File: src/rtl/matmul_pkg.sv
// Shared constants, FSM state type and dimension record for the matrix multiply engine.
package matmul_pkg;

    localparam int unsigned DATA_W  = 4;
    localparam int unsigned DIM_W   = 4;
    localparam int unsigned MAX_DIM = 4;
    localparam int unsigned ADDR_W  = 5;
    localparam int unsigned ACC_W   = 12;

    localparam logic [DIM_W-1:0] MAX_DIM_V = DIM_W'(MAX_DIM);

    typedef enum logic [2:0] {
        IDLE  = 3'd0,
        CHECK = 3'd1,
        MAC   = 3'd2,
        DRAIN = 3'd3,
        OUT   = 3'd4,
        DONE  = 3'd5
    } state_e;

    typedef struct packed {
        logic [DIM_W-1:0] r1;
        logic [DIM_W-1:0] c1;
        logic [DIM_W-1:0] r2;
        logic [DIM_W-1:0] c2;
    } dims_t;

    // Inner dimensions must agree and every dimension must lie in 1..MAX_DIM.
    function automatic logic dims_bad(input dims_t d);
        return (d.c1 != d.r2) ||
               (d.r1 == '0) || (d.c1 == '0) || (d.r2 == '0) || (d.c2 == '0) ||
               (d.r1 > MAX_DIM_V) || (d.c1 > MAX_DIM_V) ||
               (d.r2 > MAX_DIM_V) || (d.c2 > MAX_DIM_V);
    endfunction

endpackage

File: src/rtl/matmul_if.sv
// Start/dimension inputs, A/B store read ports and result stream of the matrix multiply engine.
interface matmul_if;
    import matmul_pkg::*;

    logic              start;
    logic [DIM_W-1:0]  r1;
    logic [DIM_W-1:0]  c1;
    logic [DIM_W-1:0]  r2;
    logic [DIM_W-1:0]  c2;
    logic              a_rd_en;
    logic [ADDR_W-1:0] a_addr;
    logic [DATA_W-1:0] a_data;
    logic              b_rd_en;
    logic [ADDR_W-1:0] b_addr;
    logic [DATA_W-1:0] b_data;
    logic              res_valid;
    logic              res_ready;
    logic [ACC_W-1:0]  res_data;
    logic [DIM_W-1:0]  res_row;
    logic [DIM_W-1:0]  res_col;
    logic              busy;
    logic              done;
    logic              err;

    modport master (
        input  start, r1, c1, r2, c2, a_data, b_data, res_ready,
        output a_rd_en, a_addr, b_rd_en, b_addr,
               res_valid, res_data, res_row, res_col, busy, done, err
    );

    modport slave (
        output start, r1, c1, r2, c2, a_data, b_data, res_ready,
        input  a_rd_en, a_addr, b_rd_en, b_addr,
               res_valid, res_data, res_row, res_col, busy, done, err
    );

endinterface

File: src/rtl/matmul_addr_gen.sv
// Row/column/inner counters and row-major A/B store address generation.
module matmul_addr_gen
    import matmul_pkg::*;
(
    input  logic              clk_i,
    input  logic              rst_ni,
    input  dims_t             dims_i,
    input  logic              clr_i,
    input  logic              k_inc_i,
    input  logic              adv_i,
    output logic [DIM_W-1:0]  i_o,
    output logic [DIM_W-1:0]  j_o,
    output logic [DIM_W-1:0]  k_o,
    output logic              k_last_o,
    output logic              last_elem_o,
    output logic [ADDR_W-1:0] a_addr_o,
    output logic [ADDR_W-1:0] b_addr_o
);

    logic [DIM_W-1:0] i_q, i_d;
    logic [DIM_W-1:0] j_q, j_d;
    logic [DIM_W-1:0] k_q, k_d;
    logic             j_wrap;

    assign j_wrap      = (j_q == dims_i.c2 - DIM_W'(1));
    assign last_elem_o = j_wrap && (i_q == dims_i.r1 - DIM_W'(1));
    assign k_last_o    = (k_q == dims_i.c1 - DIM_W'(1));

    always_comb begin
        i_d = i_q;
        j_d = j_q;
        k_d = k_q;
        if (clr_i) begin
            i_d = '0;
            j_d = '0;
            k_d = '0;
        end else if (adv_i) begin
            k_d = '0;
            // Counters return to zero after the final element so idle outputs read 0.
            if (last_elem_o) begin
                i_d = '0;
                j_d = '0;
            end else if (j_wrap) begin
                j_d = '0;
                i_d = i_q + DIM_W'(1);
            end else begin
                j_d = j_q + DIM_W'(1);
            end
        end else if (k_inc_i) begin
            k_d = k_q + DIM_W'(1);
        end
    end

    always_ff @(posedge clk_i or negedge rst_ni) begin
        if (!rst_ni) begin
            i_q <= '0;
            j_q <= '0;
            k_q <= '0;
        end else begin
            i_q <= i_d;
            j_q <= j_d;
            k_q <= k_d;
        end
    end

    assign a_addr_o = ADDR_W'(i_q) * ADDR_W'(dims_i.c1) + ADDR_W'(k_q);
    assign b_addr_o = ADDR_W'(k_q) * ADDR_W'(dims_i.c2) + ADDR_W'(j_q);
    assign i_o      = i_q;
    assign j_o      = j_q;
    assign k_o      = k_q;

endmodule

File: src/rtl/matmul_engine.sv
// Single-MAC matrix multiplier streaming C = A x B in row-major order.
// Optional MATMUL_CYCLE_CNT_EN adds a saturating busy-cycle counter output.
module matmul_engine
    import matmul_pkg::*;
(
    input  logic        CLK,
    input  logic        RST_N,
`ifdef MATMUL_CYCLE_CNT_EN
    output logic [15:0] cycle_cnt,
`endif
    matmul_if.master    bus
);

    state_e              state_q, state_d;
    dims_t               dims_q, dims_d;
    logic [ACC_W-1:0]    acc_q, acc_d;
    logic                err_q, err_d;
    logic                clr, k_inc, adv;
    logic [DIM_W-1:0]    i_cnt, j_cnt, k_cnt;
    logic                k_last, last_elem;
    logic [2*DATA_W-1:0] prod;
    logic [ACC_W-1:0]    acc_sum;

    matmul_addr_gen u_addr_gen (
        .clk_i       (CLK),
        .rst_ni      (RST_N),
        .dims_i      (dims_q),
        .clr_i       (clr),
        .k_inc_i     (k_inc),
        .adv_i       (adv),
        .i_o         (i_cnt),
        .j_o         (j_cnt),
        .k_o         (k_cnt),
        .k_last_o    (k_last),
        .last_elem_o (last_elem),
        .a_addr_o    (bus.a_addr),
        .b_addr_o    (bus.b_addr)
    );

    assign prod    = {{DATA_W{1'b0}}, bus.a_data} * {{DATA_W{1'b0}}, bus.b_data};
    assign acc_sum = acc_q + ACC_W'(prod);

    always_comb begin
        state_d = state_q;
        dims_d  = dims_q;
        acc_d   = acc_q;
        err_d   = err_q;
        clr     = 1'b0;
        k_inc   = 1'b0;
        adv     = 1'b0;
        unique case (state_q)
            IDLE: begin
                if (bus.start) begin
                    dims_d  = '{r1: bus.r1, c1: bus.c1, r2: bus.r2, c2: bus.c2};
                    err_d   = 1'b0;
                    state_d = CHECK;
                end
            end
            CHECK: begin
                if (dims_bad(dims_q)) begin
                    err_d   = 1'b1;
                    state_d = IDLE;
                end else begin
                    clr     = 1'b1;
                    acc_d   = '0;
                    state_d = MAC;
                end
            end
            MAC: begin
                // Store data lags the address by one cycle, so k==0 has nothing to add yet.
                k_inc = 1'b1;
                if (k_cnt != '0) acc_d = acc_sum;
                if (k_last) state_d = DRAIN;
            end
            DRAIN: begin
                acc_d   = acc_sum;
                state_d = OUT;
            end
            OUT: begin
                if (bus.res_ready) begin
                    adv     = 1'b1;
                    acc_d   = '0;
                    state_d = last_elem ? DONE : MAC;
                end
            end
            DONE:    state_d = IDLE;
            default: state_d = IDLE;
        endcase
    end

    always_ff @(posedge CLK or negedge RST_N) begin
        if (!RST_N) begin
            state_q <= IDLE;
            dims_q  <= '0;
            acc_q   <= '0;
            err_q   <= 1'b0;
        end else begin
            state_q <= state_d;
            dims_q  <= dims_d;
            acc_q   <= acc_d;
            err_q   <= err_d;
        end
    end

    assign bus.a_rd_en   = (state_q == MAC);
    assign bus.b_rd_en   = (state_q == MAC);
    assign bus.res_valid = (state_q == OUT);
    assign bus.res_data  = acc_q;
    assign bus.res_row   = i_cnt;
    assign bus.res_col   = j_cnt;
    assign bus.busy      = (state_q != IDLE);
    assign bus.done      = (state_q == DONE);
    assign bus.err       = err_q;

`ifdef MATMUL_CYCLE_CNT_EN
    logic [15:0] cnt_q;

    always_ff @(posedge CLK or negedge RST_N) begin
        if (!RST_N) begin
            cnt_q <= '0;
        end else if (state_q == IDLE && bus.start) begin
            cnt_q <= '0;
        end else if (state_q != IDLE && cnt_q != '1) begin
            cnt_q <= cnt_q + 16'd1;
        end
    end

    assign cycle_cnt = cnt_q;
`endif

endmodule

File: src/flat_wrapper.sv
// flat-port wrapper written by rule: the top's interface ports become plain ports
module matmul_engine_flat import matmul_pkg::*;
  (CLK, RST_N, bus_start, bus_r1, bus_c1, bus_r2, bus_c2, bus_a_data, bus_b_data, bus_res_ready, bus_a_rd_en, bus_a_addr, bus_b_rd_en, bus_b_addr, bus_res_valid, bus_res_data, bus_res_row, bus_res_col, bus_busy, bus_done, bus_err);
  matmul_if bus_i ();
  input  logic CLK;
  input  logic RST_N;
  input wire logic [$bits(bus_i.start)-1:0] bus_start;
  input wire logic [$bits(bus_i.r1)-1:0] bus_r1;
  input wire logic [$bits(bus_i.c1)-1:0] bus_c1;
  input wire logic [$bits(bus_i.r2)-1:0] bus_r2;
  input wire logic [$bits(bus_i.c2)-1:0] bus_c2;
  input wire logic [$bits(bus_i.a_data)-1:0] bus_a_data;
  input wire logic [$bits(bus_i.b_data)-1:0] bus_b_data;
  input wire logic [$bits(bus_i.res_ready)-1:0] bus_res_ready;
  output wire logic [$bits(bus_i.a_rd_en)-1:0] bus_a_rd_en;
  output wire logic [$bits(bus_i.a_addr)-1:0] bus_a_addr;
  output wire logic [$bits(bus_i.b_rd_en)-1:0] bus_b_rd_en;
  output wire logic [$bits(bus_i.b_addr)-1:0] bus_b_addr;
  output wire logic [$bits(bus_i.res_valid)-1:0] bus_res_valid;
  output wire logic [$bits(bus_i.res_data)-1:0] bus_res_data;
  output wire logic [$bits(bus_i.res_row)-1:0] bus_res_row;
  output wire logic [$bits(bus_i.res_col)-1:0] bus_res_col;
  output wire logic [$bits(bus_i.busy)-1:0] bus_busy;
  output wire logic [$bits(bus_i.done)-1:0] bus_done;
  output wire logic [$bits(bus_i.err)-1:0] bus_err;
  assign bus_i.start = bus_start;
  assign bus_i.r1 = bus_r1;
  assign bus_i.c1 = bus_c1;
  assign bus_i.r2 = bus_r2;
  assign bus_i.c2 = bus_c2;
  assign bus_i.a_data = bus_a_data;
  assign bus_i.b_data = bus_b_data;
  assign bus_i.res_ready = bus_res_ready;
  assign bus_a_rd_en = bus_i.a_rd_en;
  assign bus_a_addr = bus_i.a_addr;
  assign bus_b_rd_en = bus_i.b_rd_en;
  assign bus_b_addr = bus_i.b_addr;
  assign bus_res_valid = bus_i.res_valid;
  assign bus_res_data = bus_i.res_data;
  assign bus_res_row = bus_i.res_row;
  assign bus_res_col = bus_i.res_col;
  assign bus_busy = bus_i.busy;
  assign bus_done = bus_i.done;
  assign bus_err = bus_i.err;
  matmul_engine u_core (.CLK(CLK), .RST_N(RST_N), .bus(bus_i));
endmodule
File: config.mk
export PLATFORM = sky130hd
export DESIGN_NAME = matmul_engine_flat
export DESIGN_NICKNAME = d
export VERILOG_FILES = /design/src/rtl/matmul_pkg.sv /design/src/rtl/matmul_if.sv /design/src/rtl/matmul_addr_gen.sv /design/src/rtl/matmul_engine.sv /design/src/flat_wrapper.sv
export SDC_FILE = /design/constraint.sdc
export NUM_CORES = 1
export LEC_CHECK = 0
export BUFFER_PORTS_ARGS = -buffer_cell sky130_fd_sc_hd__buf_2
export CORE_ASPECT_RATIO = 0.5
export CORE_MARGIN = 2
export CORE_UTILIZATION = 58
export DETAILED_ROUTE_END_ITERATION = 6
export PLACE_DENSITY = 0.92
export SLEW_MARGIN = 25
export SYNTH_ARGS = -nofsm -noshare
export SYNTH_HDL_FRONTEND = slang
export SYNTH_HIERARCHICAL = 1
export SYNTH_SLANG_ARGS = --single-unit
File: constraint.sdc
create_clock -name CLK -period 5.4 [get_ports CLK]
set_clock_uncertainty 0.15 [all_clocks]
set_input_delay 1.35 -clock CLK [delete_from_list [all_inputs] [get_ports CLK]]
set_output_delay 1.35 -clock CLK [all_outputs]
set_load 0.005 [all_outputs]
==> out/results.ini, run 1 <==
[clocking]
post-cts-setup-buffers=0
tritoncts=yes
h-tree-depth=2
clk_path_buf_depth=2
cts_resized=0
cts_buffers=5
clkLatencyLatePin_ps=280
root_buffer=clkbuf_16
ctsHoldBuffers=0
clk_pin_slew_ps=60
clock_sinks=44

[timing]
drv_slew=0
tightest_slew_ps=908
max_freq_ghz=0.196
rsz0062_at_grt=false
finalHoldViolCount=0
setup_tns_ps=0
min_period_ps=5110
setup_viol=0
period_share_pct=94.6
max-slew-margin-rel_pct=39.3
holdWs_ps=325

[pwr]
p_per_area_nw_per_um2=608
p_leak_nw=2.22
total_power_mw=2.76
ir_drop_uv=307

[synth]
syn-num-nets=513
synth_compound_area_share_pct=11.5
synth_seq_area_share_pct=27.7
netlist_instances=426
synth_edf_count=0
synth_area_leaders=dfrtp_1, ha_1, fa_1
syn_area_per_cell_sq_um=9.33
synth-main-ff-cell=dfrtp_1
netlist_area_sq_um=3980
synth_mux_area_share_pct=5.41
synthDistinctLibCells=53
ys_seq_elements=44
yosysTopAreaCell=dfrtp_1
synthXorXnorAreaFrac_pct=9.19
yosys_warnings=6
synth_top_cell_area_share_pct=27.7
ys_async_sr_fraction_pct=100
synthAdderAreaFrac_pct=22.2
synth_top_family_by_area=adder cells
synth-simple-area-share_pct=17.6

[final_layout]
fin_util_pct=68.3
antenna_cells=0
nets=572
area_growth_pct=14.2
stdcell_count=578
drive_above_1_share_pct=20.6

[drt]
wl_met2_um=4350
vias_per_cell=5.52
drt-initial-drc-count=211
num_vias=3191
highest_layer=met4
wl_met3_um=400
wirelength_um=8560
drt-met1-wl_um=3700
first_pass_iters=4
wl_per_cell_um=14.8
ant_nets=0
drc=0

[floorplan]
core_area_sq_um=6650
placement_rows=21
start_util_pct=59.8
die_y_um=62.5
chipWidth_um=121
dieArea_sq_um=7570
ios=64

[placement]
place_congestion=0.819
dp_hpwl_um=6540
io_buffers=63
placed_cells=570

[setup_path]
cp-startpoint=u_core/u_addr_gen/k_o[0]$_DFFE_PN0P_
regToRegEndpoint=u_core/bus.res_data[9]$_DFFE_PN0P_
crit_family=adder cells
required_ps=3900
endpoint_kind=output pin
reg2reg_slack_ps=2420
cpPeakStageDelay_ps=560
arrival_ps=3610
reg2regPathDepth=8
cpMaxStageDelayCell=fa_1
crit_buf_inv=4
worst-path-stages=12
cp_cell_sequence=nand2_1 > fa_1 > inv_1 > fa_1 > inv_1 > fa_1 > inv_1 > ha_1 > a21oi_1 > xnor2_1 > xnor2_1 > buf_2
path_max_fanout=10
path_class=flop to output pin
crit_end=bus_b_addr[4]
timing.rr.start=u_core/bus.res_data[2]$_DFFE_PN0P_
cp-start-kind=flop

[status]
status=completed

[grt]
gr-total-overflow=0
grt_max_degree=45
grt_pass1_wl_um=14800
grt.total_usage_pct=24.3
antenna_found_initial=0
grt_pass1_vias=3248

[min_path]
holdPathStages=1
min_path_type=flop to flop

[flow_run]
maxCapViolCount=0

==> cells by family (layout without fill, tap and decap cells) <==
group,count (synthesis),after routing
flip-flops,44,44
adder cells (fa/ha/maj),59,59
AO/OA/AOI/OAI,66,66
AND/OR/NAND/NOR,133,133
buffers and inverters,65,125
XOR/XNOR,40,40
multiplexers,19,19
==> stage by stage <==
stage | worst slack (ps) | instance area (sq um)
2_1_floorplan | 778 | 3980
3_3_place_gp | 596 | 4360
3_5_place_dp | 468 | 4360
4_1_cts | 299 | 4540
5_1_grt | 91.5 | 4540
6_report | 292 | 4540
==> layout make-up <==
type,instances,area [sq um]
clock buffers,6,139
clock inverters,2,38.8
fillers,542,2110
inverters,52,195
multi-input cells,317,2620
flip-flops and latches,44,1100
well taps,92,115
repair buffers,65,333
==> report_power, final <==
group	total, mW	internal [mW]	switching [mW]
clock	0.357	0.232	0.126
sequential	0.685	0.454	0.230
combinational	1.72	0.853	0.866
total	2.76	1.54	1.22
==> cell usage after synthesis, drive strengths merged, types with 2 or more instances <==
cell,n
buf,4
xnor2,27
clkbuf,9
and3,4
nor2,18
mux2,17
nand4,3
nor4,2
nand2b,6
xor2,12
o21ai,17
a32oi,2
o22ai,2
nor2b,5
or3,4
o31ai,7
nor3,11
and2,26
a21o,2
o21a,5
o41ai,5
inv,52
nand3,8
fa,19
ha,40
a21oi,14
dfrtp,44
nand2,42
a211oi,3
mux2i,2
==> how the worst min path moves through the flow <==
stage / start / to / slack, ps
after floorplan: u_core/dims_q[7]$_DFFE_PN0P_ / u_core/dims_q[7]$_DFFE_PN0P_ / 320
after global placement: u_core/bus.res_data[11]$_DFFE_PN0P_ / u_core/bus.res_data[11]$_DFFE_PN0P_ / 310
after detailed placement: u_core/bus.res_data[11]$_DFFE_PN0P_ / u_core/bus.res_data[11]$_DFFE_PN0P_ / 310
after CTS: u_core/bus.res_data[11]$_DFFE_PN0P_ / u_core/bus.res_data[11]$_DFFE_PN0P_ / 320
after global routing: u_core/bus.res_data[11]$_DFFE_PN0P_ / u_core/bus.res_data[11]$_DFFE_PN0P_ / 360
final: u_core/bus.res_data[11]$_DFFE_PN0P_ / u_core/bus.res_data[11]$_DFFE_PN0P_ / 330
==> cell usage in the layout (no fill, tap or decap), types with 2 or more instances in the layout <==
master	n
fa_1	19
o31ai_1	7
o41ai_2	3
nand2b_1	6
clkbuf_16	5
nand3_1	8
nand4_1	2
nor4_1	2
o41ai_1	2
o21a_1	5
ha_1	40
mux2_2	16
buf_4	3
or3_1	4
a211oi_1	3
nor2_1	18
nor2b_1	5
nand2_1	41
mux2i_1	2
buf_2	62
xor2_1	12
inv_1	52
and3_1	3
a32oi_1	2
xnor2_1	27
dfrtp_1	44
and2_1	25
a21oi_1	14
o21ai_0	17
nor3_1	10
a21o_1	2
o22ai_1	2
==> state kept, by name, indices dropped and copies added, names as in the netlist <==
| signal | count |
|---|---|
| u_core/dims_q | 16 |
| u_core/u_addr_gen/i_o | 4 |
| u_core/bus.res_data | 12 |
| u_core/bus.err | 1 |
| u_core/u_addr_gen/k_o | 4 |
| u_core/u_addr_gen/j_o | 4 |
| u_core/state_q | 3 |
==> layer usage <==
layer / global-route usage, % / vias to the layer above
met5: 0 / -
met4: 7.12 / 0
met3: 3.10 / 10
met2: 43.1 / 75
met1: 31.2 / 1558
li1: - / 1548
Note: power is estimated with default switching activity, not from simulation.
==> run 2, diff against run 1 <==
REMOVE_ABC_BUFFERS = 1   (was default)
clock period = 5.1 ns   (was 5.4 ns; I/O delays follow)
==> run 2 against run 1 <==
Net effect: sequential share of layout area shrank 0.11 points; flip-flop and latch count is the same; design area grew 0.55%; routed wire length grew 7.6%; register-to-register slack lost 280 ps; cell count grew 1.2%; clock power shrank 7.3%; hold slack gained 30 ps; via count grew 2.7%; first-iteration DRC count grew 11%; highest routed layer unchanged.
==> out/results.ini, run 2 (synthesis gave the netlist of run 1 again) <==
[clocking]
clk_path_buf_depth=2  ; unchanged
clock_sinks=44  ; unchanged
tritoncts=yes
clkLatencyLatePin_ps=290  ; about the same
clk_pin_slew_ps=60  ; about the same
h-tree-depth=2  ; unchanged
cts_buffers=5  ; unchanged
ctsHoldBuffers=0  ; unchanged
root_buffer=clkbuf_16

[pwr]
total_power_mw=2.97  ; +7.7%
seqPwrFrac_pct=22.8  ; -2.0 points
p_leak_nw=2.24  ; +1.1%
p_sw_share_pct=45.4  ; +1.1 points
p_clk_share_pct=11.1  ; -1.8 points
ir_drop_uv=381  ; +24%
p_per_area_nw_per_um2=652  ; +7.1%
p_int_mw=1.62  ; +5.6%
combPwrFrac_pct=66.1  ; +3.8 points
switchingPower_mw=1.35  ; +10%

[setup_path]
cp_cell_sequence=nand2_1 > fa_1 > fa_1 > fa_1 > inv_1 > ha_1 > a21oi_1 > xnor2_1 > xnor2_1 > buf_2
crit_top_cell=fa_1
crit_buf_inv=2  ; -2
cpPeakStageDelay_ps=550  ; about the same
cp-start-kind=flop
endpoint_kind=output pin
path_class=flop to output pin
path_max_fanout=9  ; -1
required_ps=3670  ; -230 ps
crit_family=adder cells
cpMaxStageDelayCell=fa_1
timing.rr.start=u_core/dims_q[3]$_DFFE_PN0P_
cp-startpoint=u_core/u_addr_gen/i_o[2]$_DFFE_PN0P_
arrival_ps=3560  ; -50 ps

[grt]
grt_pass1_vias=3274  ; +0.80%
grt_max_degree=45  ; unchanged
antenna_found_initial=0  ; unchanged
grt.total_usage_pct=25.5  ; +1.2 points
grt_pass1_wl_um=15400  ; +3.8%
gr-total-overflow=0  ; unchanged

[min_path]
hp-start=u_core/bus.res_data[3]$_DFFE_PN0P_
min_path_type=flop to flop

[final_layout]
antenna_cells=0  ; unchanged
drive_above_1_share_pct=21.9  ; +1.3 points
layout_common_cells=buf_2, inv_1, dfrtp_1
largest_reg_flops=16  ; unchanged
nets=579  ; +1.2%
area_growth_pct=14.8
final_common_cell=buf_2
nFillCells=488  ; -10%
regMostFlops=u_core/dims_q

[drt]
wl_per_cell_um=15.7  ; +6.3%
drt-met1-wl_um=3980  ; +7.5%
highest_layer=met4
wirelength_um=9210  ; +7.6%
num_vias=3277  ; +2.7%
first_pass_iters=4  ; unchanged
wl_met3_um=444  ; +11%
wl_met2_um=4700  ; +8.0%
vias_per_cell=5.60  ; +1.5%
drt-initial-drc-count=234  ; +11%
drc=0  ; unchanged
ant_nets=0  ; unchanged

[floorplan]
core_area_sq_um=6650  ; unchanged
start_util_pct=59.8  ; unchanged
die_y_um=62.5  ; unchanged
placement_rows=21  ; unchanged
dieArea_sq_um=7570  ; unchanged
ios=64  ; unchanged
chipWidth_um=121  ; unchanged

[placement]
dp_hpwl_um=6760  ; +3.3%
place_congestion=0.836  ; +2.1%
io_buffers=63  ; unchanged

[timing]
max_freq_ghz=0.200
tightest_slew_ps=775  ; -133 ps
max-slew-margin-rel_pct=48.2  ; +8.9 points
setup_tns_ps=0  ; unchanged
drv_slew=0  ; unchanged
period_share_pct=97.8
setup_viol=0  ; unchanged
min_period_ps=4990
finalHoldViolCount=0  ; unchanged
rsz0062_at_grt=false

[flow_run]
maxCapViolCount=0  ; unchanged

[status]
status=completed

## run 2: area by class of cell
type / instances / area [sq um] / area share, %
inverters: 52 / 195 / 4.28
multi-input cells: 317 / 2620 / 57.3
well taps: 92 / 115 / 2.52
flip-flops and latches: 44 / 1100 / 24.2
repair buffers: 72 / 385 / 8.45
clock inverters: 2 / 10.0 / 0.219
clock buffers: 6 / 139 / 3.04
## run 2: metal layers
metal | up-vias | track usage, %
li1 | 1572 | -
met1 | 1603 | 32.9
met2 | 90 | 44.9
met3 | 12 | 4.65
met4 | 0 | 5.67
met5 | - | 0
## run 2: worst paths after layout
| check | end | slack, ps | depth (start not counted) |
|---|---|---|---|
| worst min register to register | u_core/bus.res_data[3]$_DFFE_PN0P_ | 360 | 2 |
| worst min-delay path | u_core/bus.res_data[3]$_DFFE_PN0P_ | 360 | 2 |
| max in group asynchronous | u_core/dims_q[10]$_DFFE_PN0P_ | 3530 | 1 |
| worst max-delay path | bus_a_addr[4] | 110 | 10 |
| worst max register to register | u_core/u_addr_gen/i_o[3]$_DFFE_PN0P_ | 2140 | 10 |
| min in group asynchronous | u_core/u_addr_gen/k_o[3]$_DFFE_PN0P_ | 850 | 1 |
## run 2: power by group through the flow
stage / clock network (mW) / registers, mW / logic (mW)
6_report: 0.331 / 0.678 / 1.97
4_1_cts: 0.337 / 0.671 / 1.97
2_1_floorplan: 0 / 0.657 / 1.34
5_1_grt: 0.359 / 0.699 / 2.18
3_3_place_gp: 0 / 0.663 / 1.82
3_5_place_dp: 0 / 0.672 / 1.94
## run 2: what timing repair did
action,4_1_cts,5_1_grt
gates resized for setup,0,1
setup buffers,0,0
endpoints found under the setup margin,0,1
hold endpoints to repair,0,0
## run 2: stage by stage
step	cells	hold slack (ps)	setup WS, ps	instance area, sq um	utilization (%)
after floorplan	413	322	625	3910	-
after global placement	577	333	328	4410	66.3
after detailed placement	577	341	271	4410	66.3
after CTS	585	356	50.0	4560	68.6
after global routing	585	389	8.79	4560	68.6
final	585	355	112	4560	68.6
## run 2: worst reg2reg max path: stages, from the launching register on
cell and delay, ps:
dfrtp_1 400, buf_4 170, or4_1 520, nor4b_2 310, nand4_1 240, nor3_1 200
buf_4 240, inv_1 130, and3_1 190, a32oi_1 190, o41ai_2 100
==> run 3, diff against run 2 <==
ABC_AREA = 1   (was default)
CORE_UTILIZATION = 59   (was 58)
==> run 3 against run 2 <==
Net effect: register-to-register slack improved by 280 ps; largest cell class unchanged; sequential share of layout area fell by 1.7 points; via count rose by 25%; non-clock buffer count down 5; maximum frequency rose by 1.7%; sequential power fell by 0.9%; largest power group unchanged; global-route usage is 0.77 points lower; die area up 7.4%; flip-flop and latch count did not move.
==> out/results.ini, run 3 <==
[placement]
place_congestion=0.890  ; +6.4%
io_buffers=63  ; unchanged
dp_hpwl_um=7460  ; +10%
pre_cts_slack_ps=416  ; +144 ps
placed_area_sq_um=4760  ; +7.9%

[pwr]
p_sw_share_pct=49.7  ; +4.4 points
p_per_area_nw_per_um2=580  ; -11%
combPwrFrac_pct=65.2  ; -0.9 points
switchingPower_mw=1.42  ; +5.5%
p_int_mw=1.44  ; -11%
ir_drop_uv=212  ; -44%
p_leak_nw=2.90  ; +30%
p_clk_share_pct=11.3  ; +0.2 points
seqPwrFrac_pct=23.5  ; +0.7 points

[synth]
synth_common_cells=nand2_1, inv_1, dfrtp_1, ha_1, nor2_1
netlist_area_sq_um=4360  ; +9.6%
ys_seq_elements=44  ; unchanged
synthMostInstantiatedCell=nand2_1
synth-simple-area-share_pct=30.7  ; +13 points
netlist_instances=627  ; +47%
synth_top_family_by_area=simple AND/OR/NAND/NOR gates
ys_async_sr_fraction_pct=100  ; unchanged
synth-main-ff-cell=dfrtp_1
synth_compound_area_share_pct=6.63  ; -4.8 points
syn_area_per_cell_sq_um=6.95  ; -26%
synth_area_leaders=dfrtp_1, nand2_1, ha_1
synth_top_cell_area_share_pct=25.3  ; -2.4 points
synth_mux_area_share_pct=0  ; -5.4 points
synthDistinctLibCells=35  ; -34%
synth_seq_area_share_pct=25.3  ; -2.4 points
yosysTopAreaCell=dfrtp_1
synthXorXnorAreaFrac_pct=4.62  ; -4.6 points
synth_edf_count=0  ; unchanged
yosys_warnings=6  ; unchanged
synthAdderAreaFrac_pct=20.2  ; -1.9 points

[final_layout]
layout_common_cells=nand2_1, inv_1, buf_2
largest_reg_flops=16  ; unchanged
area_growth_pct=13.2
antenna_cells=0  ; unchanged
multi_input_area_sq_um=2730  ; +4.3%
stdcell_area_sq_um=4930  ; +8.1%
seqCellArea_sq_um=1110  ; +0.57%
fin_util_pct=68.1  ; -0.51 points
drive_above_1_share_pct=17.8  ; -4.1 points
regMostFlops=u_core/dims_q
nFillCells=606  ; +24%
nets=778  ; +34%
final_common_cell=nand2_1

[drt]
wl_per_cell_um=12.6  ; -20%
wirelength_um=9920  ; +7.7%
drc=0  ; unchanged
drt-initial-drc-count=273  ; +17%
first_pass_iters=6  ; +2
ant_nets=0  ; unchanged
num_vias=4099  ; +25%
vias_per_cell=5.20  ; -7.1%

[grt]
grt_pass1_vias=3903  ; +19%
grt_max_degree=45  ; unchanged
antenna_found_initial=0  ; unchanged
grt_pass1_wl_um=16500  ; +6.9%
grt.total_usage_pct=24.7  ; -0.77 points
gr-total-overflow=0  ; unchanged

[setup_path]
endpoint_kind=output pin
required_ps=3670  ; about the same
path_class=flop to output pin
path_max_fanout=5  ; -4
cp-startpoint=u_core/dims_q[3]$_DFFE_PN0P_
cp-start-kind=flop
regToRegEndpoint=u_core/u_addr_gen/j_o[3]$_DFFE_PN0P_
reg2regPathDepth=10  ; unchanged
reg2reg_slack_ps=2420  ; +280 ps
crit_end=bus_b_addr[4]
arrival_ps=3480  ; -80 ps
timing.rr.start=u_core/dims_q[0]$_DFFE_PN0P_

[timing]
min_period_ps=4900  ; -84.7 ps
period_share_pct=96.2  ; -1.7 points
max_freq_ghz=0.204  ; +1.7%
finalWorstSetupSlack_ps=196  ; +84.7 ps
tightest_slew_ps=642  ; -133 ps
max-slew-margin-rel_pct=57.0  ; +8.8 points
setup_tns_ps=0  ; unchanged
finalHoldViolCount=0  ; unchanged
drv_slew=0  ; unchanged
setup_viol=0  ; unchanged

[clocking]
post-cts-setup-buffers=0  ; unchanged
cts_buffers=5  ; unchanged
clk_pin_slew_ps=60  ; about the same
cts_resized=0  ; unchanged
h-tree-depth=2  ; unchanged
clock_sinks=44  ; unchanged
ctsHoldBuffers=0  ; unchanged
tritoncts=yes
root_buffer=clkbuf_16
clkLatencyLatePin_ps=290  ; about the same
clk_path_buf_depth=2  ; unchanged

[floorplan]
chipWidth_um=126  ; +3.7%
ios=64  ; unchanged
die_y_um=64.8  ; +3.6%
core_area_sq_um=7240  ; +8.9%
placement_rows=22  ; +4.8%
dieArea_sq_um=8130  ; +7.4%
start_util_pct=60.2  ; +0.40 points

[min_path]
min_path_type=flop to flop

[flow_run]
maxCapViolCount=0  ; unchanged

[status]
status=completed

## run 3: cell count changes after synthesis, sizes merged, moves of 7 or more
cell,previous run,this run
and2,26,0
clkbuf,9,1
inv,52,127
mux2,17,0
nand2,42,229
nand3,8,30
nor2,18,42
nor3,11,3
o21ai,17,29
o31ai,7,0
xnor2,27,14
## run 3: worst max-delay path: stages, from the launching register on
cell and delay (ps):
dfrtp_1 420, nand2_1 110, fa_1 550, inv_1 60, fa_1 530, inv_1 50
fa_1 510, inv_1 70, ha_4 250, a21oi_1 130, nand2_1 80, xor2_1 170
xnor2_1 140, buf_2 120
## run 3: worst min-delay path by stage
stage | start | end | slack (ps) | depth (start not counted)
final | u_core/bus.err$_DFFE_PN0P_ | u_core/bus.err$_DFFE_PN0P_ | 350 | 2
after global routing | u_core/bus.res_data[0]$_DFFE_PN0P_ | u_core/bus.res_data[0]$_DFFE_PN0P_ | 390 | 2
after CTS | u_core/bus.res_data[4]$_DFFE_PN0P_ | u_core/bus.res_data[4]$_DFFE_PN0P_ | 360 | 2
after detailed placement | u_core/bus.res_data[5]$_DFFE_PN0P_ | u_core/bus.res_data[5]$_DFFE_PN0P_ | 340 | 2
after global placement | u_core/bus.err$_DFFE_PN0P_ | u_core/bus.err$_DFFE_PN0P_ | 330 | 2
after floorplan | u_core/bus.err$_DFFE_PN0P_ | u_core/bus.err$_DFFE_PN0P_ | 320 | 2
## run 3: power groups by stage
stage / Clock, mW / Sequential (mW) / Combinational, mW
after floorplan: 0 / 0.659 / 1.27
after global placement: 0 / 0.658 / 1.73
after detailed placement: 0 / 0.668 / 1.80
after CTS: 0.329 / 0.665 / 1.83
after global routing: 0.344 / 0.693 / 2.14
final: 0.323 / 0.672 / 1.87
## run 3: cell families after synthesis
group	count (synthesis)
and+or+nand+nor	319
buffers and inverters	138
adders and majority gates	59
AOI/OAI and AO/OA	44
DFF	44
xor gates and xnor gates	23
## run 3: metrics by stage
step	cells	hold WS, ps	total power [mW]
3_3_place_gp	780	334	2.39
5_1_grt	788	392	3.18
2_1_floorplan	617	323	1.93
4_1_cts	788	364	2.82
3_5_place_dp	780	341	2.47
6_report	788	353	2.86
## run 3: cell type report
cell class              count  area share (%)
inverters                 128            9.74
repair buffers             67            7.05
flip-flops and latches     44            22.5
well taps                  96            2.44
clock buffers               8            2.97
multi-input cells         445            55.3
## run 3: routing by layer
layer / vias to the layer above / GRT usage, % / wire [um]
met2: 157 / 45.1 / 4840
li1: 2033 / - / -
met5: - / 0 / 0
met4: 0 / 10.1 / 278
met3: 33 / 3.88 / 569
met1: 1876 / 29.8 / 4230
